## config.mk

```make
export PLATFORM = sky130hd
export DESIGN_NAME = countdown_sequencer
export DESIGN_NICKNAME = d
export VERILOG_FILES = /design/src/rtl/countdown_sequencer.sv
export SDC_FILE = /design/constraint.sdc
export NUM_CORES = 1
export LEC_CHECK = 0
export ABC_AREA = 1
export ABC_CLOCK_PERIOD_IN_PS = 2100
export CAP_MARGIN = 20
export CELL_PAD_IN_SITES_DETAIL_PLACEMENT = 1
export CELL_PAD_IN_SITES_GLOBAL_PLACEMENT = 1
export CORE_MARGIN = 2
export CORE_UTILIZATION = 43
export DETAILED_ROUTE_END_ITERATION = 8
export GPL_TIMING_DRIVEN = 0
export HOLD_SLACK_MARGIN = 0.05
export MAX_ROUTING_LAYER = met4
export PLACE_DENSITY = 0.9
export SYNTH_ARGS = -nofsm -noshare
export SYNTH_HDL_FRONTEND = slang
export SYNTH_SLANG_ARGS = --single-unit
```

## constraint.sdc

```tcl
create_clock -name clock -period 2.1 [get_ports clock]
set_input_delay 0.525 -clock clock [delete_from_list [all_inputs] [get_ports clock]]
set_output_delay 0.525 -clock clock [all_outputs]
set_load 0.03 [all_outputs]
```

## src/rtl/countdown_sequencer.sv

```systemverilog
// Countdown timer sequencer: prescaled step tick, two-digit BCD down-counter and
// idle/run/pause/alarm control for the 7-segment display and buzzer. All outputs are registered.
module countdown_sequencer #(
  parameter int unsigned TICK_DIV    = 50_000_000,
  parameter int unsigned BEEP_TICKS  = 3,
  parameter logic [7:0]  DEFAULT_BCD = 8'h15
) (
  input  logic       clock,
  input  logic       reset,
  input  logic       start,
  input  logic       pause,
  input  logic       load,
  input  logic [7:0] preset,
  output logic [3:0] TimeH,
  output logic [3:0] TimeL,
  output logic       tick,
  output logic       running,
  output logic       expired,
  output logic       beep
);

  localparam int unsigned PW = $clog2(TICK_DIV);
  localparam int unsigned BW = $clog2(BEEP_TICKS + 1);
  localparam logic [PW-1:0] PresLast = PW'(TICK_DIV - 1);
  localparam logic [BW-1:0] BeepLast = BW'(BEEP_TICKS);

  // Encoding chosen so running/expired are plain state register bits.
  typedef enum logic [2:0] {
    StIdle  = 3'b000,
    StRun   = 3'b001,
    StAlarm = 3'b010,
    StPause = 3'b100
  } state_e;

  state_e        state_q;
  logic [7:0]    count_q;
  logic [7:0]    reload_q;
  logic [PW-1:0] presc_q;
  logic [BW-1:0] beep_cnt_q;
  logic          tick_q;
  logic          beep_q;

  logic          preset_ok;
  logic          counting;
  logic          terminal;
  logic [7:0]    count_dec;
  logic [PW-1:0] presc_inc;
  logic [BW-1:0] beep_inc;

  always_comb begin
    preset_ok = (preset[7:4] <= 4'd9) && (preset[3:0] <= 4'd9);
    counting  = (state_q == StRun) || (state_q == StAlarm);
    terminal  = counting && (presc_q == PresLast);
    presc_inc = presc_q + PW'(1);
    beep_inc  = beep_cnt_q + BW'(1);
    if (count_q == 8'h00) begin
      count_dec = 8'h00;
    end else if (count_q[3:0] == 4'd0) begin
      count_dec = {count_q[7:4] - 4'd1, 4'd9};
    end else begin
      count_dec = {count_q[7:4], count_q[3:0] - 4'd1};
    end
  end

  always_ff @(posedge clock or negedge reset) begin
    if (!reset) begin
      state_q    <= StIdle;
      count_q    <= DEFAULT_BCD;
      reload_q   <= DEFAULT_BCD;
      presc_q    <= '0;
      beep_cnt_q <= '0;
      tick_q     <= 1'b0;
      beep_q     <= 1'b0;
    end else begin
      tick_q <= terminal;
      if (counting) begin
        presc_q <= terminal ? '0 : presc_inc;
      end

      unique case (state_q)
        StIdle: begin
          if (load && preset_ok) begin
            count_q  <= preset;
            reload_q <= preset;
          end else if (start && (count_q != 8'h00)) begin
            state_q <= StRun;
            presc_q <= '0;
          end
        end

        StRun: begin
          if (terminal) begin
            count_q <= count_dec;
          end
          // Reaching zero wins over a coincident pause.
          if (terminal && (count_dec == 8'h00)) begin
            state_q    <= StAlarm;
            beep_q     <= 1'b1;
            beep_cnt_q <= '0;
          end else if (pause) begin
            state_q <= StPause;
          end
        end

        StPause: begin
          if (load && preset_ok) begin
            count_q  <= preset;
            reload_q <= preset;
            state_q  <= StIdle;
            presc_q  <= '0;
          end else if (start || pause) begin
            state_q <= StRun;
          end
        end

        StAlarm: begin
          if (load && preset_ok) begin
            count_q  <= preset;
            reload_q <= preset;
            state_q  <= StIdle;
            beep_q   <= 1'b0;
            presc_q  <= '0;
          end else if (start) begin
            count_q <= reload_q;
            state_q <= StRun;
            beep_q  <= 1'b0;
            presc_q <= '0;
          end else if (terminal && beep_q) begin
            beep_cnt_q <= beep_inc;
            if (beep_inc == BeepLast) begin
              beep_q <= 1'b0;
            end
          end
        end

        default: state_q <= StIdle;
      endcase
    end
  end

  assign TimeH   = count_q[7:4];
  assign TimeL   = count_q[3:0];
  assign tick    = tick_q;
  assign running = state_q[0];
  assign expired = state_q[1];
  assign beep    = beep_q;

endmodule
```

Yosys cells after proc, flatten, opt, wreduce, memory -nomap -nowiden --
Cells that the tools add are included.
Word-level totals: register bits 49, output and inout bits 12, word-level logic and storage cells 88
Operators by class: add/sub/neg operators 4, order comparisons 2, equal/unequal tests 18, muxes and demuxes 35, reductions and logical operators 22
Operators with widths (count):
- 2-to-1 mux 26 bit | 7
- case mux 26 bit (3 select lines) | 1
- 2-to-1 mux 8 bit | 6
- adder 26 x 1 -> 26 bit (second input constant) | 1
- equality test 26 bit (second input constant) | 1
- 2-to-1 mux 3 bit | 8
- case mux 8 bit (3 select lines) | 1
- logical NOT 8 bit | 2
- case mux 3 bit (4 select lines) | 1
- != test 2 bit (second input constant) | 5
- AND reduction 5 bit | 2
- less-or-equal comparator 4 bit (second input constant) | 2
- 2-to-1 mux 2 bit | 4
- != test 4 x 2 -> 1 bit (second input constant) | 2
- AND reduction 4 bit | 2
- nonzero test 8 bit | 1
- subtractor 4 x 1 -> 4 bit (second input constant) | 2
- logical AND 1 bit | 6
- != test 2 x 1 -> 1 bit (second input constant) | 3
- != test 3 x 2 -> 1 bit (second input constant) | 2
- 2-to-1 mux 1 bit | 5
- logical NOT 4 bit | 1
- case mux 2 bit (2 select lines) | 1
- equality test 3 x 1 -> 1 bit (second input constant) | 1
- 13 further kinds | 14

Longest topological paths before layout --
Gate-level depths: netlist (run 1).
word-level depth 8, depth in mapped cells 16, depth with buffers taken out 16

Worst setup path after synthesis (run 1) --
Ideal clock, no wire load.
path kind register -> register, from reg count_q[0], to reg presc_q[14], data arrival time 1.926 ns, slack 0.056 ns, stages on the path, launching flop included 12, buffers on the path 1, path through dfstp_2 inv_1 ha_1 nand3_4 nor2_1 nor2_1 a21oi_1 nor2_1 nand3_1 nand2_1 buf_4 nor2_1
On the way: cells in the longest elaborated chain, start to end 5
RTL lines:
- start, declared | RTL line 36 | logic [7:0] count_q;
- start signal, assigned | RTL line 83 | count_q <= preset;
- start signal, assigned | RTL line 93 | count_q <= count_dec;
- start signal, assigned | RTL line 107 | count_q <= preset;
- nonzero test 8 bit | RTL line 85 | end else if (start && (count_q != 8'h00)) begin
- logical AND 1 bit | RTL line 85
- 2-to-1 mux 26 bit | RTL line 85
- 2-to-1 mux 26 bit | RTL line 82 | if (load && preset_ok) begin
- case mux 26 bit (3 select lines) | RTL line 80 | unique case (state_q)
- end signal, assigned | RTL line 77 | presc_q <= terminal ? '0 : presc_inc;
- end, declared | RTL line 38 | logic [PW-1:0] presc_q;
No other way between the ends. A chain may end at the register's enable or synchronous reset.

Worst setup path in the final report (run 1) --
from reg count_q[4], to reg state_q[0]
On the way: cells in the longest elaborated chain, start to end 7, elaborated cells between the ends (all ways) 13
RTL lines:
- subtractor 4 x 1 -> 4 bit | RTL line 59 | count_dec = {count_q[7:4] - 4'd1, 4'd9};
- 2-to-1 mux 8 bit | RTL line 58 | end else if (count_q[3:0] == 4'd0) begin
- 2-to-1 mux 8 bit | RTL line 56 | if (count_q == 8'h00) begin
- logical NOT 8 bit | RTL line 96 | if (terminal && (count_dec == 8'h00)) begin
- logical AND 1 bit | RTL line 96
- != test 3 x 2 -> 1 bit (no source line) or 2-to-1 mux 3 bit (tied branches)
- AND reduction 5 bit (no source line) or case mux 3 bit (4 select lines) (tied branches)
- end signal, assigned | RTL line 97 | state_q <= StAlarm;
- end signal, assigned | RTL line 101 | state_q <= StPause;
- end signal, assigned | RTL line 109 | state_q <= StIdle;
- end, declared | RTL line 35 | state_e state_q;
Parallel ways exist; a longest one is shown, timed or not.

==> flow_summary.toml, run 1 <==
[placed_design]
hpwlAfterDp_um = 6320
dp_slack_ps = -627
dp_cells = 528
dpl_cell_area_um2 = 3390
port_buffers = 24
routabilityCongestion = 0.862

[job]
cap_violations = 0

[floorplanning]
die_x_um = 87.8
dieArea_um2 = 7710
initial_core_util = 0.444
coreArea_um2 = 6790
ios = 25
chipHeight_um = 87.8
rows = 30

[sta]
worst_slew_pin_slew_ps = 568
post-route-period-util = 0.997
layout_min_cycle_time_ps = 2090
slew_viol_final = 0
slew_headroom = 0.621
max_freq_ghz = 0.478
hold_violations = 0
layout_setup_ws_ps = 6.51
tns_ps = 0
grt_setup_unrepaired = "yes"
clock_skew_ps = 11.6
finalSetupViolCount = 0

[drt]
wl_um = 10000
drt-initial-drc-count = 130
antenna_left = 0
drcViolationCount = 0
vias = 2923
avgRoutedWirePerCell_um = 18.1
drtPass1Iterations = 4
viasPerCell = 5.30

[power]
p_per_area_nw_per_um2 = 1290
combPwrFrac = 0.565
leakagePower_nw = 1.72
pwr-share-seq = 0.267
ir_worst_vdd_mv = 0.375
p_clk_frac = 0.168
p_sw_frac = 0.457
switching_power_mw = 2.29
p_int_mw = 2.72

[critical_path]
r2r_setup_slack_ps = 7
path_class = "flop to flop"
reg2reg_depth = 12
cp-end-kind = "flop"
arrival_ps = 2320
start_kind = "flop"
required_ps = 2320
path_max_fanout = 5

[synth]
synth_flop_cell = "dfrtp_1"
async_reset_ff_frac = 1.00
yosys.area.top_type = "dfrtp_1"
yosys_warnings = 0
syn_area_per_cell_um2 = 7.42
synth_area_leaders = "dfrtp_1, nand2_1, nor2_1, inv_1, dfstp_2"
syn_area_um2 = 3020
ys_seq_area_frac = 0.409
synthTopCellsByCount = "nand2_1, nor2_1, inv_1, dfrtp_1, nand3_1"
synth_top_area_share = 0.356
synth.most_common_cell = "nand2_1"
yosysUniqueCellTypes = 33
syn_inst = 407
syn_nets = 426
synth_seq_cells = 49
synth_edf_count = 0

[finish]
finalCoreUtilization = 0.572
stdcell_area_um2 = 3890
fin_cells = 552
area_growth_pct = 28.7
fin_nets = 474
drive_above_1_share = 0.221
diodes = 0

[status]
status = "complete, no violations"

[global_route]
use_met1 = 0.264
grt_pass1_vias = 3131
use_met2 = 0.464
antenna_found_initial = 0
grt_usage = 0.251
busiest_layer = "met2"
grt_overflow = 0
grt_max_degree = 28
grt_pass1_wl_um = 14500
met3_usage = 0.0377

[clock_tree]
clock_path_buffers = 2
tritoncts = "yes"
holdBufCountCts = 0
clock_tree.root_cell = "clkbuf_8"
cts.clk_slew.worst_paths_ps = 100
cts_htree_levels = 2
clock_latency_ps = 320
cts_sinks = 49
cts_buffers = 5

[hold_path]
hold_class = "input port to asynchronous set/reset pin"
-- per-layer routing --
layer | share of wire | routed length [um] | vias to the layer above
li1 | - | - | 1411
met3 | 0.020 | 204 | 23
met4 | 0.029 | 289 | 0
met5 | 0 | 0 | -
met2 | 0.55 | 5490 | 44
met1 | 0.40 | 4010 | 1445
-- critical path, cell delays in order, from the launching register on --
cell	delay [ps]
dfstp_2	580
inv_2	70
ha_1	310
o21ai_0	230
nand2_1	130
nand2_1	110
nor2_2	60
nand2_1	70
nand2_2	110
nand2_1	100
nand2_1	80
nand3_1	110
nand2_1	60
-- placed cells by master (no fill, tap or decap), types with 8 or more instances in the layout --
| cell type | count |
|---|---|
| nand2_1 | 96 |
| nor2_1 | 44 |
| dfrtp_1 | 43 |
| inv_1 | 39 |
| nand3_1 | 22 |
| clkdlybuf4s50_1 | 20 |
| o21ai_0 | 19 |
| xor2_1 | 15 |
| nor3_1 | 14 |
| nand2_2 | 13 |
| inv_2 | 11 |
| buf_4 | 11 |
| o211ai_1 | 10 |
| nor2_2 | 8 |
-- path summary, 6_finish.rpt --
kind,to,from
max,state_q[0],count_q[4]
min,presc_q[16],reset
max reg2reg,state_q[0],count_q[4]
min reg2reg,reload_q[0],reload_q[0]
max in group asynchronous,reload_q[2],reset
min in group clock,reload_q[0],reload_q[0]
-- registers in the layout, indices dropped and copies added (netlist names) --
register    flops
beep            1
beep_cnt_q      2
count_q         8
presc_q        26
reload_q        8
state_q         3
tick            1
-- metrics by stage --
stage,total power [mW],hold slack [ps]
after global routing,5.31,220
final,5.02,191
after global placement,3.26,468
after detailed placement,3.36,474
after floorplan,2.73,229
after CTS,4.30,201
-- repair_timing --
| action | 4_1_cts | 5_1_grt |
|---|---|---|
| setup endpoints to repair | 41 | 48 |
| gates cloned | 0 | 3 |
| resized for setup | 14 | 59 |
| buffers inserted | 1 | 12 |
| pin swaps | 3 | 15 |
-- power by group through the flow --
stage / logic [mW] / registers [mW] / clock network (mW)
2_1_floorplan: 1.28 / 1.44 / 0
5_1_grt: 3.06 / 1.36 / 0.888
6_report: 2.84 / 1.34 / 0.840
4_1_cts: 2.15 / 1.30 / 0.853
3_3_place_gp: 1.96 / 1.30 / 0
3_5_place_dp: 2.05 / 1.32 / 0
-- layout make-up --
cell class | instances | area (um2)
timing repair buffer | 39 | 393
fill | 849 | 2910
sequential | 49 | 1230
inverter | 52 | 200
clock inverter | 3 | 68.8
buffer | 7 | 72.6
multi-input combinational | 301 | 1730
tap | 96 | 120
clock buffer | 5 | 68.8
-- cells by family after synthesis --
logic type | share of synthesized area
and+or+nand+nor | 0.331
buffers and inverters | 0.0796
DFF | 0.409
AOI/OAI and AO/OA | 0.0970
xor gates and xnor gates | 0.0551
adders and majority gates | 0.0249
muxes | 0.00373
No activity file was read; power rests on OpenSTA's default activity.
==> run 2: changes to the inputs <==
- SETUP_SLACK_MARGIN: not set -> 0.15
==> flow_summary.toml, run 2 (synthesized netlist as in run 1, its figures left out) <==
[drt]
drcViolationCount = 0
vias = 3232
antenna_left = 0
drt-initial-drc-count = 140
viasPerCell = 5.58
wl_um = 12400
drtPass1Iterations = 4
avgRoutedWirePerCell_um = 21.4

[finish]
largest_reg_flops = 26
largestRegisters = "presc_q x26, count_q x8, reload_q x8"
final_common_cell = "nand2_1"
stdcell_area_um2 = 4310
drive_above_1_share = 0.333
diodes = 0
regMostFlops = "presc_q"
final_cell_mix = "nand2_1, dfrtp_1, inv_1"
fin_nets = 501
fin_cells = 579
area_growth_pct = 42.8
multi_input_area_um2 = 1920
fillCellCount = 815
seqCellArea_um2 = 1240

[critical_path]
path_max_fanout = 7
path_class = "flop to flop"
cp_cell_sequence = "inv_1, nand3_2, nand2_4, inv_2, nor2_4, nand3_4, nor2_4, nand2_2, xor2_2, nor2_4"
r2r-end = "presc_q[19]"
crit_end = "presc_q[19]"
r2r_setup_slack_ps = 60
worst-path-buf-inv = 2
crit_path_max_incr_delay_ps = 450
required_ps = 2310
cp-end-kind = "flop"
cpMaxStageDelayCell = "dfrtp_2"
cp-startpoint = "state_q[1]"
reg2reg_depth = 10
r2r_start = "state_q[1]"
crit_family = "simple AND/OR/NAND/NOR gates"
cp.depth = 10
crit_top_cell = "nor2_4"
arrival_ps = 2260
start_kind = "flop"

[power]
p_per_area_nw_per_um2 = 1300
leakagePower_nw = 2.00
ir_worst_vdd_mv = 0.462

[placed_design]
port_buffers = 24
routabilityCongestion = 0.895
hpwlAfterDp_um = 6300
dpl_cell_area_um2 = 3400
dp_slack_ps = -514
dp_cells = 528

[sta]
grt_setup_unrepaired = "yes"
clock_skew_ps = 15.6
hold_ws_ps = 96.3
slew_viol_final = 0
layout_min_cycle_time_ps = 2040
finalSetupViolCount = 0
worst_slew_pin_slew_ps = 546
slew_headroom = 0.636
hold_violations = 0
post-route-period-util = 0.973
layout_setup_ws_ps = 55.7
max_freq_ghz = 0.489

[clock_tree]
cts_sinks = 49
clock_tree.root_cell = "clkbuf_8"
cts.clk_slew.worst_paths_ps = 100
clock_latency_ps = 330
cts_htree_levels = 2
clock_path_buffers = 2
holdBufCountCts = 0
cts_buffers = 5
tritoncts = "yes"

[floorplanning]
coreArea_um2 = 6790
ios = 25
chipHeight_um = 87.8
dieArea_um2 = 7710
die_x_um = 87.8
initial_core_util = 0.444
rows = 30

[global_route]
grt_usage = 0.250
antenna_found_initial = 0
grt_overflow = 0
grt_pass1_wl_um = 14700
grt_max_degree = 37
grt_pass1_vias = 3070

[hold_path]
hold_class = "input port to asynchronous set/reset pin"

[status]
status = "complete, no violations"

[job]
cap_violations = 0
==> run 2: cell types whose count changed in the layout (fill, tap and decap cells not counted), moves of 4 or more <==
cell and change:
clkdlybuf4s50_1 -11, dlygate4sd2_1 +6, buf_4 +25, nand3_2 +5
nor3_2 +4, dlymetal6s2s_1 +5, nor3_1 -4, nand3_1 -5
nor2_4 +8, nor2_1 -10, nand2_1 -6
==> run 2: per-layer routing <==
metal / share of wire / vias up / track usage
li1: - / 1468 / -
met1: 0.37 / 1634 / 0.278
met2: 0.56 / 89 / 0.464
met3: 0.030 / 41 / 0.0320
met4: 0.038 / 0 / 0.0727
met5: 0 / - / -
==> run 2: final cells by class <==
| class | instances | share of cell area |
|---|---|---|
| clock inverters | 2 | 0.00871 |
| flip-flops and latches | 49 | 0.287 |
| clock buffers | 6 | 0.0192 |
| multi-input cells | 300 | 0.445 |
| well taps | 96 | 0.0279 |
| repair buffers | 67 | 0.147 |
| inverters | 52 | 0.0464 |
| plain buffers | 7 | 0.0186 |
==> run 2: worst min path at each step <==
stage                            from           to  slack, ps  depth (start not counted)
after floorplan                 reset         beep        230                          0
after global placement    reload_q[5]  reload_q[5]        470                          2
after detailed placement        reset  presc_q[10]        440                          1
after CTS                       reset  presc_q[13]        100                          1
after global routing            reset  presc_q[15]        120                          1
final                           reset  presc_q[13]        100                          1
==> run 2: worst reg2reg max path: cells and delay by family, from the launching register on <==
kind | cells | cell delay, ps
simple gates | 7 | 1030
flops | 1 | 450
buf+inv | 2 | 240
xor+xnor | 1 | 210
==> run 2: report_power, final <==
part / total, mW / switching (mW) / internal (mW) / leakage [nW]
combinational: 3.54 / 2.09 / 1.45 / 1.30
sequential: 1.34 / 0.167 / 1.17 / 0.641
clock: 0.741 / 0.353 / 0.388 / 0.0574
==> run 2: what timing repair did <==
| action | 4_1_cts | 5_1_grt |
|---|---|---|
| gates resized for setup | 37 | 97 |
| pin swaps | 5 | 26 |
| cloned | 0 | 3 |
| setup buffers | 8 | 32 |
| setup endpoints to repair | 54 | 51 |
==> run 2: through the flow <==
step	utilization	power (mW)	TNS [ps]
floorplan	-	2.74	0
global placement	0.498	3.28	-59070
detailed placement	0.500	3.38	-18020
CTS	0.541	4.35	0
global route	0.635	5.87	-109
finish	0.635	5.61	0
